**src/rtl/instr_fetch.sv**
```systemverilog
// Instruction fetch stage: PC generation, in-order imem requests and a small in-order
// instruction queue toward decode. Optional macro IFETCH_MISALIGN_TRAP_EN enables the misaligned-redirect trap.
module instr_fetch #(
    parameter logic [31:0] RESET_PC  = 32'h0000_0000,
    parameter int          BUF_DEPTH = 2
) (
    input  logic        clk,
    input  logic        reset,
    input  logic        redirect_valid,
    input  logic [31:0] redirect_pc,
    output logic        imem_req_valid,
    output logic [31:0] imem_req_addr,
    input  logic        imem_req_ready,
    input  logic        imem_rsp_valid,
    input  logic [31:0] imem_rsp_data,
    output logic        instr_valid,
    output logic [31:0] instr,
    output logic [31:0] instr_pc,
    input  logic        instr_ready,
    output logic        misalign_err
);

    localparam int PTR_W = (BUF_DEPTH > 1) ? $clog2(BUF_DEPTH) : 1;
    localparam int CNT_W = PTR_W + 1;

    logic [31:0]                 fetch_pc_q, fetch_pc_d;
    logic [PTR_W-1:0]            head_q, head_d;
    logic [PTR_W-1:0]            tail_q, tail_d;
    logic [PTR_W-1:0]            fill_q, fill_d;
    logic [CNT_W-1:0]            used_q, used_d;
    logic [CNT_W-1:0]            inflight_q, inflight_d;
    logic [CNT_W-1:0]            drop_q, drop_d;
    logic [BUF_DEPTH-1:0][31:0]  slot_pc_q, slot_pc_d;
    logic [BUF_DEPTH-1:0][31:0]  slot_instr_q, slot_instr_d;
    logic [BUF_DEPTH-1:0]        slot_filled_q, slot_filled_d;

    logic        halted;
    logic        credit_ok;
    logic        accept;
    logic        pop;
    logic [31:0] redirect_target;

    // Reserved slots plus responses still to be dropped equals inflight plus filled slots.
    assign credit_ok       = ({1'b0, used_q} + {1'b0, drop_q}) < (CNT_W + 1)'(BUF_DEPTH);
    assign imem_req_valid  = !reset && credit_ok && !halted;
    assign imem_req_addr   = fetch_pc_q;
    assign accept          = imem_req_valid && imem_req_ready;

    assign instr_valid     = slot_filled_q[head_q];
    assign instr           = slot_instr_q[head_q];
    assign instr_pc        = slot_pc_q[head_q];
    assign pop             = instr_valid && instr_ready && !redirect_valid;

    assign redirect_target = redirect_pc & 32'hFFFF_FFFC;

`ifdef IFETCH_MISALIGN_TRAP_EN
    logic misalign_q, misalign_d;

    always_comb begin
        misalign_d = misalign_q;
        if (redirect_valid && (redirect_pc[1:0] != 2'b00)) begin
            misalign_d = 1'b1;
        end
    end

    always_ff @(posedge clk) begin
        if (reset) begin
            misalign_q <= 1'b0;
        end else begin
            misalign_q <= misalign_d;
        end
    end

    assign halted       = misalign_q;
    assign misalign_err = misalign_q;
`else
    assign halted       = 1'b0;
    assign misalign_err = 1'b0;
`endif

    always_comb begin
        fetch_pc_d    = fetch_pc_q;
        head_d        = head_q;
        tail_d        = tail_q;
        fill_d        = fill_q;
        used_d        = used_q;
        inflight_d    = inflight_q + CNT_W'(accept) - CNT_W'(imem_rsp_valid);
        drop_d        = drop_q;
        slot_pc_d     = slot_pc_q;
        slot_instr_d  = slot_instr_q;
        slot_filled_d = slot_filled_q;

        if (redirect_valid) begin
            // Everything still outstanding after this edge belongs to the old stream.
            fetch_pc_d    = redirect_target;
            head_d        = '0;
            tail_d        = '0;
            fill_d        = '0;
            used_d        = '0;
            slot_filled_d = '0;
            drop_d        = inflight_d;
        end else begin
            if (accept) begin
                slot_pc_d[tail_q]     = fetch_pc_q;
                slot_filled_d[tail_q] = 1'b0;
                tail_d                = tail_q + PTR_W'(1);
                fetch_pc_d            = fetch_pc_q + 32'd4;
            end

            if (imem_rsp_valid) begin
                if (drop_q != '0) begin
                    drop_d = drop_q - CNT_W'(1);
                end else begin
                    slot_instr_d[fill_q]  = imem_rsp_data;
                    slot_filled_d[fill_q] = 1'b1;
                    fill_d                = fill_q + PTR_W'(1);
                end
            end

            if (pop) begin
                slot_filled_d[head_q] = 1'b0;
                head_d                = head_q + PTR_W'(1);
            end

            used_d = used_q + CNT_W'(accept) - CNT_W'(pop);
        end
    end

    always_ff @(posedge clk) begin
        if (reset) begin
            fetch_pc_q    <= RESET_PC;
            head_q        <= '0;
            tail_q        <= '0;
            fill_q        <= '0;
            used_q        <= '0;
            inflight_q    <= '0;
            drop_q        <= '0;
            slot_pc_q     <= '0;
            slot_instr_q  <= '0;
            slot_filled_q <= '0;
        end else begin
            fetch_pc_q    <= fetch_pc_d;
            head_q        <= head_d;
            tail_q        <= tail_d;
            fill_q        <= fill_d;
            used_q        <= used_d;
            inflight_q    <= inflight_d;
            drop_q        <= drop_d;
            slot_pc_q     <= slot_pc_d;
            slot_instr_q  <= slot_instr_d;
            slot_filled_q <= slot_filled_d;
        end
    end

endmodule

```
**config.mk**
```make
export PLATFORM = sky130hd
export DESIGN_NAME = instr_fetch
export DESIGN_NICKNAME = d
export VERILOG_FILES = /design/src/rtl/instr_fetch.sv
export SDC_FILE = /design/constraint.sdc
export NUM_CORES = 1
export LEC_CHECK = 0
export ABC_AREA = 1
export CAP_MARGIN = 15
export CORE_MARGIN = 3
export CORE_UTILIZATION = 49
export DETAILED_ROUTE_END_ITERATION = 8
export PLACE_DENSITY = 0.77
export SLEW_MARGIN = 20
export SYNTH_ARGS = -nofsm -noshare
export SYNTH_HDL_FRONTEND = slang
export SYNTH_SLANG_ARGS = --single-unit
```
**constraint.sdc**
```tcl
create_clock -name clk -period 2.55 [get_ports clk]
set_clock_uncertainty 0.15 [all_clocks]
set_input_delay 0.51 -clock clk [delete_from_list [all_inputs] [get_ports clk]]
set_output_delay 0.51 -clock clk [all_outputs]
set_load 0.02 [all_outputs]
```
Word level (Yosys, flattened, before mapping) --
Index checks and enable logic that the tools add are counted.
Word-level totals: flip-flop bits (word level) 171, input port bits 70, output and inout bits 99
Cells by class: add/subtract/negate cells 10, $lt $le $gt $ge 7, mux-type cells 29, bitwise gates (word level) 7, reductions and logical operators 18
Operators with widths (number):
- 32-bit two-way mux | 8
- 64-bit bitwise mux | 2
- 32-bit demux with 1-bit select | 2
- 32-bit by 3-bit adder with 32-bit output, second input constant | 1
- 2-bit two-way mux | 9
- 2-bit nonzero test | 4
- 1-bit logical AND | 7
- 1-bit by 2-bit < comparator with 1-bit output, second input constant | 3
- 2-bit AND reduction | 3
- 1-bit two-way mux | 5
- 2-bit by 1-bit adder with 2-bit output | 2
- 2-bit bitwise AND | 2
- 2-bit inverter | 2
- 2-bit by 1-bit subtractor with 2-bit output | 2
- 1-bit adder, second input constant | 3
- 2-bit by 2-bit adder with 3-bit output | 1
- 1-bit demux with 1-bit select | 3
- 1-bit greater-or-equal comparator, second input constant | 3
- 3-bit by 2-bit < comparator with 1-bit output, second input constant | 1
- 3-bit AND reduction | 1
- 1-bit logical NOT | 2
- 1-bit inverter | 2
- 2-bit bitwise OR | 1
- 2-bit OR reduction | 1
- 2-bit by 1-bit subtractor with 2-bit output, second input constant | 1

Longest topological paths before layout --
Gate-level depths: netlist (run 1).
depth in word-level cells 14, gate-level depth with buffers 14

Worst setup path after synthesis (run 1) --
No wires, ideal clock.
kind register to register, start point register drop_q[0], end point register used_q[1], library setup time 0.070 ns, data arrival time 2.189 ns, data required time 2.330 ns, slack 0.141 ns, stages on the path, launching flop included 14, buffers on the path 0, clock period less this slack 2.409 ns, cells stage by stage dfxtp_1 > nand2_1 > inv_1 > fa_1 > inv_1 > nand3_4 > inv_2 > nand2_2 > ha_1 > inv_1 > ha_1 > xnor2_1 > or2_2 > a21oi_1
On the way: cells in the longest elaborated chain, start to end 6
RTL lines:
- from (decl) | line 32 | logic [CNT_W-1:0] drop_q, drop_d;
- from (signal assigned) | line 148 | drop_q <= drop_d;
- 2-bit by 2-bit adder with 3-bit output | line 44 | assign credit_ok = ({1'b0, used_q} + {1'b0, drop_q}) < (CNT_W + 1)'(BUF_DEPTH);
- 3-bit by 2-bit < comparator with 1-bit output | line 44
- 1-bit logical AND | line 45 | assign imem_req_valid = !reset && credit_ok && !halted;
- net imem_req_valid | line 11 | output logic imem_req_valid,
- 1-bit logical AND | line 47 | assign accept = imem_req_valid && imem_req_ready;
- 2-bit by 1-bit adder with 2-bit output | line 125 | used_d = used_q + CNT_W'(accept) - CNT_W'(pop);
- 2-bit by 1-bit subtractor with 2-bit output | line 125
- to (signal assigned) | line 146 | used_q <= used_d;
- to (decl) | line 30 | logic [CNT_W-1:0] used_q, used_d;
The timed path passes the listed nets, and every way through them passes these cells. A chain may end at the register's enable or synchronous reset.

Final worst setup path (run 1) --
start point register head_q, end point output instr_pc[22]
On the way: cells in the longest elaborated chain, start to end 2
RTL lines:
- from (decl) | line 27 | logic [PTR_W-1:0] head_q, head_d;
- from (signal assigned) | line 132 | head_q <= '0;
- from (signal assigned) | line 143 | head_q <= head_d;
- 32-bit two-way mux (not written as such) (2 in series) | line 51 | assign instr_pc = slot_pc_q[head_q];
- to (decl) | line 18 | output logic [31:0] instr_pc,
No other way between the ends. The select of a mux whose other input is x is not followed.

==> summary.txt, run 1 <==
Yosys
  – Cells after synthesis: about 1200
  – FF+latch count, synth: 165
  – Mean area per synthesized cell: 6.59 um^2
  – Post-Syn Area: 7710 um^2
  – Distinct cells, synth: 31
  – Sequential fraction of the synthesis area: around 43%
  – Yosys warnings: 0

STA
  – Hold slack: around 310 ps
  – Final worst path period need: 2490 ps
  – Achievable frequency: 401 MHz
  – Setup TNS: 0 ps
  – Slew @ Worst Pin: 697 ps
  – Rel. slew slack: between 50 and 60%
  – Final worst slack: approximately 57 ps
  – Crit share post-route: a little over nine tenths
  – Max-slew violations: 0
  – Final Hold Viols: 0
  – Final setup violation count: 0

Floorplanning
  – Core area: between 15000 and 20000 um^2
  – Die height: approximately 130 um
  – # IOs: roughly 170
  – Chip Width: between 100 and 150 um
  – Rows: 45
  – Die area: between 15000 and 20000 um^2
  – Initial Util: between 50% and 60%

Setup path
  – Critical path class: flip-flop to primary output
  – Most used cell, CP: nand2_1
  – WP buf/inv: 3
  – Crit-path cells: inv_2 > buf_8 > nand2_1 > nand2_1 > clkdlybuf4s50_1
  – Crit path launch type: flip-flop
  – Crit path max fanout: 25
  – Critical Path RT: between 1500 and 2000 ps
  – Crit end category: primary output
  – Slowest stage cell, crit path: clkdlybuf4s50_1
  – Critical path's largest stage delay: 590 ps
  – Worst Path Arrival: between 1500 and 2000 ps
  – Crit-path leading delay family: buffers and inverters

Power
  – Static Leak: ~5.0 nW
  – Overall power: 6.63 mW
  – Pwr Density: between 600 and 700 nW/um^2
  – Maximum vdd drop: 0.000617 V

Global routing
  – Met3 GRT Util: about 6.0%
  – First-pass GRT wire length: 36.1 mm
  – GRT Max-Usage Layer: met2
  – Largest net degree at the start of global routing: between 70 and 80
  – Grt met1 use: around a third
  – Tot GR Track Use: 25.3%
  – GR Overflow Total: 0
  – Met2 Track Usage GR: between 40% and 50%
  – Initial antenna violation count: 0
  – Number of global-route vias before repair: around 7300

Min path
  – Hold WC Path Type: flip-flop to flip-flop

Place
  – Routability cong.: about 0.91
  – Placed cells: about 1500
  – # port buffers: between 150 and 200
  – Dpl cell area: 9600 um^2
  – Dpl ws: 63.5 ps
  – Dpl hpwl: around 15 mm

CTS
  – Root Buffer: clkbuf_16
  – CTS H-tree lvls: 4
  – Post-CTS setup buffers: 0
  – Clock sink count: 165
  – Skew-Pair Late Insertion Delay: approximately 430 ps
  – CTS clock-pin slew for the worst setup and hold paths: about 60 ps
  – CTS tree: yes
  – Max clock buf depth: 2
  – Number of buffers created by CTS: 17

Route
  – ANT nets after route: 0
  – Pre-antenna DRT Iters: 5
  – DRT iter0 DRCs: 520
  – DR WL/cell: 14.5 um
  – Drt via density: roughly 5
  – DR vias: around 7800
  – Residual DRC count: 0
  – Total Routed Length: between 20 and 25 mm

Final layout
  – Final core occ: between 60% and 70%
  – Final nets: roughly 1400
  – Most frequent cells in the layout: nand2_1, nor2_1, dfxtp_1, clkdlybuf4s50_1, o21ai_0
  – N_diodes: 0
  – Non-filler cells, final: 1534
  – Fin area: around 10000 um^2
  – Commonest non-fill, non-tap cell in the layout: nand2_1
  – Share of layout cells above drive strength 1: ~6.3%
  – Area Growth Syn to Fin: 33.5%

Job
  – Number of max-cap violations: 0

Status
  – Outcome: finished, final reports clean
power breakdown:
part | internal, mW | total (mW) | switching, mW
Sequential | 2.74 | 2.86 | 0.122
Combinational | 0.511 | 1.17 | 0.662
Clock | 1.56 | 2.59 | 1.03
routing by layer:
metal	part of all wire (%)	vias up	routed length, um
met2	47	247	10400
met3	6.4	45	1410
met4	2.4	0	537
met1	45	3567	9900
met5	0	-	0
li1	-	3980	-
sequential cells by signal, summed over array words and instances (netlist names), 2 cells and up:
signal / cells
inflight_q: 2
slot_instr_q: 64
imem_req_addr: 30
slot_filled_q: 2
drop_q: 2
used_q: 2
slot_pc_q: 60
final cells by class:
type / instances / area (um^2)
clock buffers: 23 / 498
clock inverters: 7 / 96.3
fillers: 1342 / 5030
inverters: 76 / 285
multi-input cells: 865 / 3820
flip-flops and latches: 165 / 3310
well taps: 211 / 264
repair buffers: 187 / 2010
repair_timing:
item | in CTS | in global routing
hold buffers | 0 | 0
endpoints found under the setup margin | 32 | 52
gates resized for setup | 12 | 47
endpoints found under the hold margin | 0 | 0
Yosys cell counts:
cell	n	area, um^2
nand3_1	22	110
inv_2	7	26.3
or2_2	1	6.26
nand3_4	1	17.5
o21ai_1	47	235
nor3_2	1	10.0
dfxtp_1	165	3300
nor2_2	4	25.0
a221oi_1	1	8.76
clkbuf_1	44	165
conb_1	1	3.75
xor2_1	9	78.8
a21oi_1	77	385
inv_1	69	259
ha_1	6	75.1
nor2_1	215	807
nand4_1	5	31.3
fa_1	1	20.0
o21ai_0	107	536
nor2_8	1	20.0
nand2_4	1	11.3
o211ai_1	1	7.51
nand2_2	1	6.26
a211oi_2	1	12.5
buf_2	13	65.1
buf_4	11	82.6
xnor2_1	2	17.5
nor2_4	4	45.0
a31oi_1	6	37.5
nand2_1	345	1290
nor3_1	1	5.00
cell families (layout without fill, tap and decap cells):
family	after synthesis	count (layout)	share of synthesized area [%]
fa+ha+maj	7	7	1.23
flops	165	165	42.9
buf+inv	144	293	7.76
other cells	1	5	0.0486
simple gates	602	602	31.0
compound gates	240	240	15.9
xor+xnor	11	11	1.25
tightest hold or removal path, cell delays in order, from the launching register on:
cell and delay, ps:
dfxtp_1 290, inv_1 60, a21oi_1 60
worst paths after layout:
path              slack (ps)      endpoint          from  cells past startpoint
hold reg to reg          310  slot_pc_q[2]  slot_pc_q[2]                      2
setup reg to reg         190     used_q[1]     used_q[0]                     13
setup / recovery          60  instr_pc[22]        head_q                      5
hold / removal           310  slot_pc_q[2]  slot_pc_q[2]                      2
No activity file was read; power rests on OpenSTA's default activity.
==> inputs of run 2 (changes only) <==
CORE_MARGIN = 4   (was 3)
==> run 2 against run 1 <==
Effect of this change:
- wire length decreased by 0.39%
- via count increased by 0.91%
- register-to-register slack is essentially flat
- highest routed layer unchanged
==> summary.txt, run 2 (synthesis gave the netlist of run 1 again) <==
Min path
  – Hold depth: 2 (unchanged)
  – Hold WC Path Type: flip-flop to flip-flop
  – Min-Delay Endpoint: slot_pc_q[2]
  – Hold wc startpoint: slot_pc_q[2]

Route
  – DRT iter0 DRCs: 518 (-0.38%)
  – DR vias: 7910 (+0.91%)
  – Residual DRC count: 0 (unchanged)
  – Total Routed Length: 22.1 mm (-0.39%)
  – Drt via density: 5.16 (+0.91%)
  – Pre-antenna DRT Iters: 5 (unchanged)
  – DR WL/cell: 14.4 um (-0.39%)
  – ANT nets after route: 0 (unchanged)

Place
  – Dpl hpwl: 15.3 mm (about the same)
  – Routability cong.: 0.957 (+5.5%)
  – # port buffers: 161 (unchanged)
  – Dpl ws: 42.4 ps (-21.2 ps)

Floorplanning
  – Initial Util: 50.3% (unchanged)
  – Rows: 45 (unchanged)
  – Core area: 15300 um^2 (unchanged)
  – Chip Width: 133 um (+1.5%)
  – Die area: 17800 um^2 (+3.1%)
  – # IOs: 169 (unchanged)
  – Die height: 133 um (+1.5%)

Global routing
  – GR Overflow Total: 0 (unchanged)
  – First-pass GRT wire length: 36.4 mm (+0.92%)
  – Number of global-route vias before repair: 7185 (-2.2%)
  – Largest net degree at the start of global routing: 67 (-15%)
  – Initial antenna violation count: 0 (unchanged)
  – Tot GR Track Use: 25.0% (-0.33 points)

CTS
  – Root Buffer: clkbuf_16
  – Number of buffers created by CTS: 17 (unchanged)
  – Post-CTS setup buffers: 0 (unchanged)
  – CTS H-tree lvls: 4 (unchanged)
  – Max clock buf depth: 2 (unchanged)
  – CTS Hold Bufs: 0 (unchanged)
  – Clock sink count: 165 (unchanged)
  – CTS clock-pin slew for the worst setup and hold paths: 60 ps (about the same)
  – CTS tree: yes
  – Skew-Pair Late Insertion Delay: 420 ps (about the same)

Final layout
  – Max FFs per register: 64 (unchanged)
  – Most frequent cells in the layout: nand2_1, nor2_1, dfxtp_1, o21ai_0, clkdlybuf4s50_1
  – Commonest non-fill, non-tap cell in the layout: nand2_1
  – Register with the most flip-flops: slot_instr_q
  – Fillers: 1395 (+3.9%)
  – Final nets: 1387 (-0.14%)
  – N_diodes: 0 (unchanged)
  – Area Growth Syn to Fin: 31.7%
  – Share of layout cells above drive strength 1: 6.27% (-0.076 points)

Setup path
  – Crit end category: primary output
  – Critical Path RT: 1890 ps (about the same)
  – Crit path launch type: flip-flop
  – Worst Reg-to-Reg Cells: 13 (unchanged)
  – WP buf/inv: 2 (-1)
  – Reg2reg start: used_q[0]
  – Crit path max fanout: 37 (+48%)
  – Most used cell, CP: nand2_1
  – Crit-path leading delay family: buffers and inverters
  – Crit-path cells: buf_12 > nand2_1 > nand2_1 > clkdlybuf4s50_1
  – Critical path class: flip-flop to primary output
  – Reg2reg end: used_q[1]
  – Slowest stage cell, crit path: clkdlybuf4s50_1
  – Critical path's largest stage delay: 600 ps (about the same)
  – Worst Path Arrival: 1790 ps (-40 ps)
  – Worst R2R Setup Slack: 190 ps (about the same)

STA
  – Final worst slack: 99.8 ps (+43.0 ps)
  – Slew @ Worst Pin: 591 ps (-106 ps)
  – Rel. slew slack: 60.6% (+7.0 points)
  – Final Hold Viols: 0 (unchanged)
  – Final worst path period need: 2450 ps (-43.0 ps)
  – Max-slew violations: 0 (unchanged)
  – Final setup violation count: 0 (unchanged)
  – Hold slack: 303 ps (-8.51 ps)
  – Crit share post-route: 96.1% (-1.7 points)
  – RSZ-0062 raised after global routing: false
  – Achievable frequency: 408 MHz (+1.8%)
  – Setup TNS: 0 ps (unchanged)

Status
  – Outcome: finished, final reports clean

Power
  – Static Leak: 4.60 nW (-8.9%)
  – Maximum vdd drop: 0.000508 V (-18%)
  – Pwr Density: 652 nW/um^2 (+1.3%)

Job
  – Number of max-cap violations: 0 (unchanged)
[run 2: changes by cell type in the layout (fill, tap and decap cells not counted), sizes merged]
cell / change
clkinvlp: +1
clkdlybuf4s50: -3
dlygate4sd2: +39
inv: +2
dlymetal6s2s: -36
buf: -2
clkinv: -1
[run 2: cell type report]
type | instances | area [um^2] | area share [%]
repair buffers | 185 | 1850 | 18.3
inverters | 76 | 288 | 2.83
clock buffers | 23 | 498 | 4.91
flip-flops and latches | 165 | 3310 | 32.6
well taps | 211 | 264 | 2.60
multi-input cells | 865 | 3820 | 37.7
clock inverters | 9 | 116 | 1.15
[run 2: stage by stage]
stage / util, % / cells / total power [mW] / cell area [um^2]
after floorplan: - / 1174 / 3.55 / 7720
after global placement: 62.6 / 1502 / 4.07 / 9580
after detailed placement: 62.6 / 1502 / 4.09 / 9580
after CTS: 66.2 / 1534 / 6.66 / 10100
after global routing: 66.3 / 1534 / 6.92 / 10200
final: 66.3 / 1534 / 6.62 / 10200
[run 2: worst max-delay path by stage]
stage                    from           end  slack, ps  cells after the start
floorplan           drop_q[0]     used_q[1]        140                     13
CTS                    head_q     instr[15]          1                      5
global placement        reset     used_q[1]        100                     11
detailed placement      reset     used_q[1]         40                     11
finish                 head_q  instr_pc[26]        100                      4
global route           head_q  instr_pc[27]         20                      4
[run 2: what timing repair did]
item                                   4_1_cts  5_1_grt
setup endpoints to repair                   53       10
endpoints found under the hold margin        0        0
gates resized for setup                     52        9
[run 2: metal layers]
layer | vias up | track usage, % | part of all wire (%)
met5 | - | 0 | 0
met4 | 0 | 8.63 | 2.4
met3 | 44 | 4.98 | 6.7
met2 | 264 | 39.9 | 46
met1 | 3620 | 33.8 | 44
li1 | 3982 | - | -
[run 2: where the power goes]
group / internal [mW] / total (mW) / switching [mW] / leakage (nW)
combinational: 0.473 / 1.13 / 0.659 / 2.97
sequential: 2.74 / 2.86 / 0.119 / 1.35
clock: 1.58 / 2.63 / 1.05 / 0.289
total: 4.79 / 6.62 / 1.83 / 4.60
[run 2: tightest hold or removal path, stage by stage, from the launching register on]
cell     delay, ps
dfxtp_1        300
inv_1           60
a21oi_1         50
==> inputs of run 3 (changes only) <==
ABC_CLOCK_PERIOD_IN_PS = 2920   (was default)
clock period = 2.92 ns   (was 2.55 ns; I/O delays follow)
==> run 3 against run 2 <==
Effect of this change:
- register-to-register slack better by 220 ps
- non-clock buffer count is 4 lower
- global-route usage is essentially flat
- first-iteration DRC count up 17%
- sequential power is 13% lower
- cell area down 0.16%
- combinational power down 9.7%
- utilization shrank 0.11 points
- clock power down 6%
- die area did not move
- wire length rose by 0.70%
- sequential share of layout area about the same
==> summary.txt, run 3 (synthesis gave the netlist of run 1 again) <==
Route
  – ANT nets after route: 0 (unchanged)
  – Drt via density: 5.11 (-0.88%)
  – Pre-antenna DRT Iters: 5 (unchanged)
  – DR vias: 7810 (-1.3%)
  – Residual DRC count: 0 (unchanged)
  – Top layer in use: met4
  – DR WL/cell: 14.6 um (+1.1%)
  – WL met2: 10.4 mm (+1.2%)
  – Total Routed Length: 22.3 mm (+0.70%)
  – DRT iter0 DRCs: 607 (+17%)
  – DR WL met3: 1.54 mm (+4.0%)
  – Met1 WL: 9.87 mm (+0.39%)

CTS
  – Skew-Pair Late Insertion Delay: 420 ps (about the same)
  – Clock sink count: 165 (unchanged)
  – CTS clock-pin slew for the worst setup and hold paths: 60 ps (about the same)
  – Max clock buf depth: 2 (unchanged)
  – CTS H-tree lvls: 4 (unchanged)
  – Number of buffers created by CTS: 17 (unchanged)
  – Root Buffer: clkbuf_16
  – Post-CTS setup buffers: 0 (unchanged)
  – CTS tree: yes

Place
  – Routability cong.: 0.998 (+4.3%)
  – Placed cells: 1498 (-0.27%)
  – Dpl hpwl: 15.4 mm (+0.50%)
  – # port buffers: 161 (unchanged)

STA
  – Max-slew violations: 0 (unchanged)
  – RSZ-0062 raised after global routing: false
  – Final worst path period need: approximately 2800 ps
  – Setup TNS: 0 ps (unchanged)
  – Achievable frequency: 358 MHz
  – Rel. slew slack: 39.9% (-21 points)
  – Slew @ Worst Pin: 901 ps (+310 ps)
  – Final setup violation count: 0 (unchanged)
  – Final Hold Viols: 0 (unchanged)
  – Crit share post-route: 95.6%

Floorplanning
  – Chip Width: 133 um (unchanged)
  – Die height: 133 um (unchanged)
  – Die area: 17800 um^2 (unchanged)
  – Initial Util: 50.3% (unchanged)
  – Core area: 15300 um^2 (unchanged)
  – # IOs: 169 (unchanged)
  – Rows: 45 (unchanged)

Power
  – Logic pwr share: 17.1% (about the same)
  – Power Internal: 4.41 mW (-8.0%)
  – Sw Ratio: 26.2% (-1.4 points)
  – Clock power frac: 41.1% (+1.3 points)
  – Overall power: 5.98 mW (-9.8%)
  – Maximum vdd drop: 0.000428 V (-16%)
  – Pwr Density: 590 nW/um^2 (-9.6%)
  – Sequential power share: 41.8% (-1.3 points)
  – Static Leak: 4.29 nW (-6.7%)
  – Switching power: 1.57 mW (-14%)

Setup path
  – Crit-path cells: inv_2 > buf_4 > nand2_1 > nand2_1 > clkdlybuf4s50_1
  – Critical Path RT: 2190 ps (+300 ps)
  – CP Capture Point: instr_pc[8]
  – Reg2reg start: drop_q[0]
  – Slowest stage cell, crit path: clkdlybuf4s50_1
  – Critical Path Start: head_q
  – Most used cell, CP: nand2_1
  – Reg2reg end: used_q[1]
  – Worst Path Arrival: 2060 ps (+270 ps)
  – Crit path launch type: flip-flop
  – Worst R2R Setup Slack: 410 ps (+220 ps)
  – Worst Reg-to-Reg Cells: 13 (unchanged)
  – Critical path's largest stage delay: 620 ps (+20 ps)
  – Crit path max fanout: 21 (-43%)
  – Crit end category: primary output
  – Critical path class: flip-flop to primary output

Final layout
  – Share of layout cells above drive strength 1: 5.62% (-0.65 points)
  – Commonest non-fill, non-tap cell in the layout: nand2_1
  – Non-filler cells, final: 1528 (-0.39%)
  – Register with the most flip-flops: slot_instr_q
  – Most frequent cells in the layout: nand2_1, nor2_1, dfxtp_1, clkdlybuf4s50_1, o21ai_0
  – Reg area: 3300 um^2 (about the same)
  – Max FFs per register: 64 (unchanged)
  – Multi-input gate area: 3820 um^2 (unchanged)
  – Fillers: 1417 (+1.6%)
  – Area Growth Syn to Fin: 31.5%
  – Final nets: 1383 (-0.29%)
  – N_diodes: 0 (unchanged)

Global routing
  – Initial antenna violation count: 0 (unchanged)
  – Largest net degree at the start of global routing: 105 (+57%)
  – GR Overflow Total: 0 (unchanged)
  – Number of global-route vias before repair: 7369 (+2.6%)
  – Tot GR Track Use: 25.0% (about the same)
  – First-pass GRT wire length: 36.4 mm (-0.11%)

Job
  – Number of max-cap violations: 0 (unchanged)

Min path
  – Hold WC Path Type: flip-flop to flip-flop

Status
  – Outcome: finished, final reports clean
run 3: changes by cell type in the layout (fill, tap and decap cells not counted), moves of 3 or more:
cell	delta
clkdlybuf4s50_1	+54
dlygate4sd2_1	-48
buf_12	-5
dlymetal6s2s_1	-5
bufinv_16	+3
run 3: power by group through the flow:
stage / logic, mW / clock network [mW] / registers, mW
floorplan: 0.556 / 0 / 2.54
global placement: 1.01 / 0 / 2.54
detailed placement: 1.02 / 0 / 2.54
CTS: 1.03 / 2.47 / 2.49
global route: 1.13 / 2.57 / 2.51
finish: 1.02 / 2.46 / 2.49
run 3: stage by stage:
stage	worst slack, ps	hold slack [ps]	instance area [um^2]	utilization, %
3_3_place_gp	173	285	9490	62.0
2_1_floorplan	511	275	7720	-
5_1_grt	16.8	333	10100	66.2
6_report	128	315	10100	66.2
3_5_place_dp	158	299	9490	62.0
4_1_cts	105	309	10100	66.2
run 3: timing repair:
| item | 4_1_cts | 5_1_grt |
|---|---|---|
| setup endpoints to repair | 1 | 0 |
| hold endpoints to repair | 0 | 0 |
| hold buffers | 0 | 0 |
| gates resized for setup | 1 | 0 |
run 3: cell type report:
type / instances / area share (%)
timing repair buffer: 181 / 17.9
tap: 211 / 2.60
inverter: 76 / 2.81
multi-input combinational: 865 / 37.7
sequential: 165 / 32.6
clock inverter: 9 / 1.73
clock buffer: 21 / 4.64
run 3: routing by layer:
metal / track usage [%] / vias to the layer above
met5: 0 / -
met4: 8.63 / 0
met3: 5.51 / 33
met2: 41.0 / 277
met1: 32.6 / 3537
li1: - / 3963
run 3: worst max-delay path: cells and delay by family, from the launching register on:
kind | cells | cell delay [ps]
AND/OR/NAND/NOR | 2 | 200
buffers and inverters | 3 | 1070
flip-flops | 1 | 360
run 3: worst min path at each step:
stage	start	endpoint	slack [ps]	depth (start not counted)
after floorplan	slot_pc_q[2]	slot_pc_q[2]	270	2
after global placement	slot_pc_q[2]	slot_pc_q[2]	290	2
after detailed placement	slot_pc_q[2]	slot_pc_q[2]	300	2
after CTS	slot_pc_q[2]	slot_pc_q[2]	310	2
after global routing	slot_pc_q[2]	slot_pc_q[2]	330	2
final	slot_pc_q[2]	slot_pc_q[2]	320	2
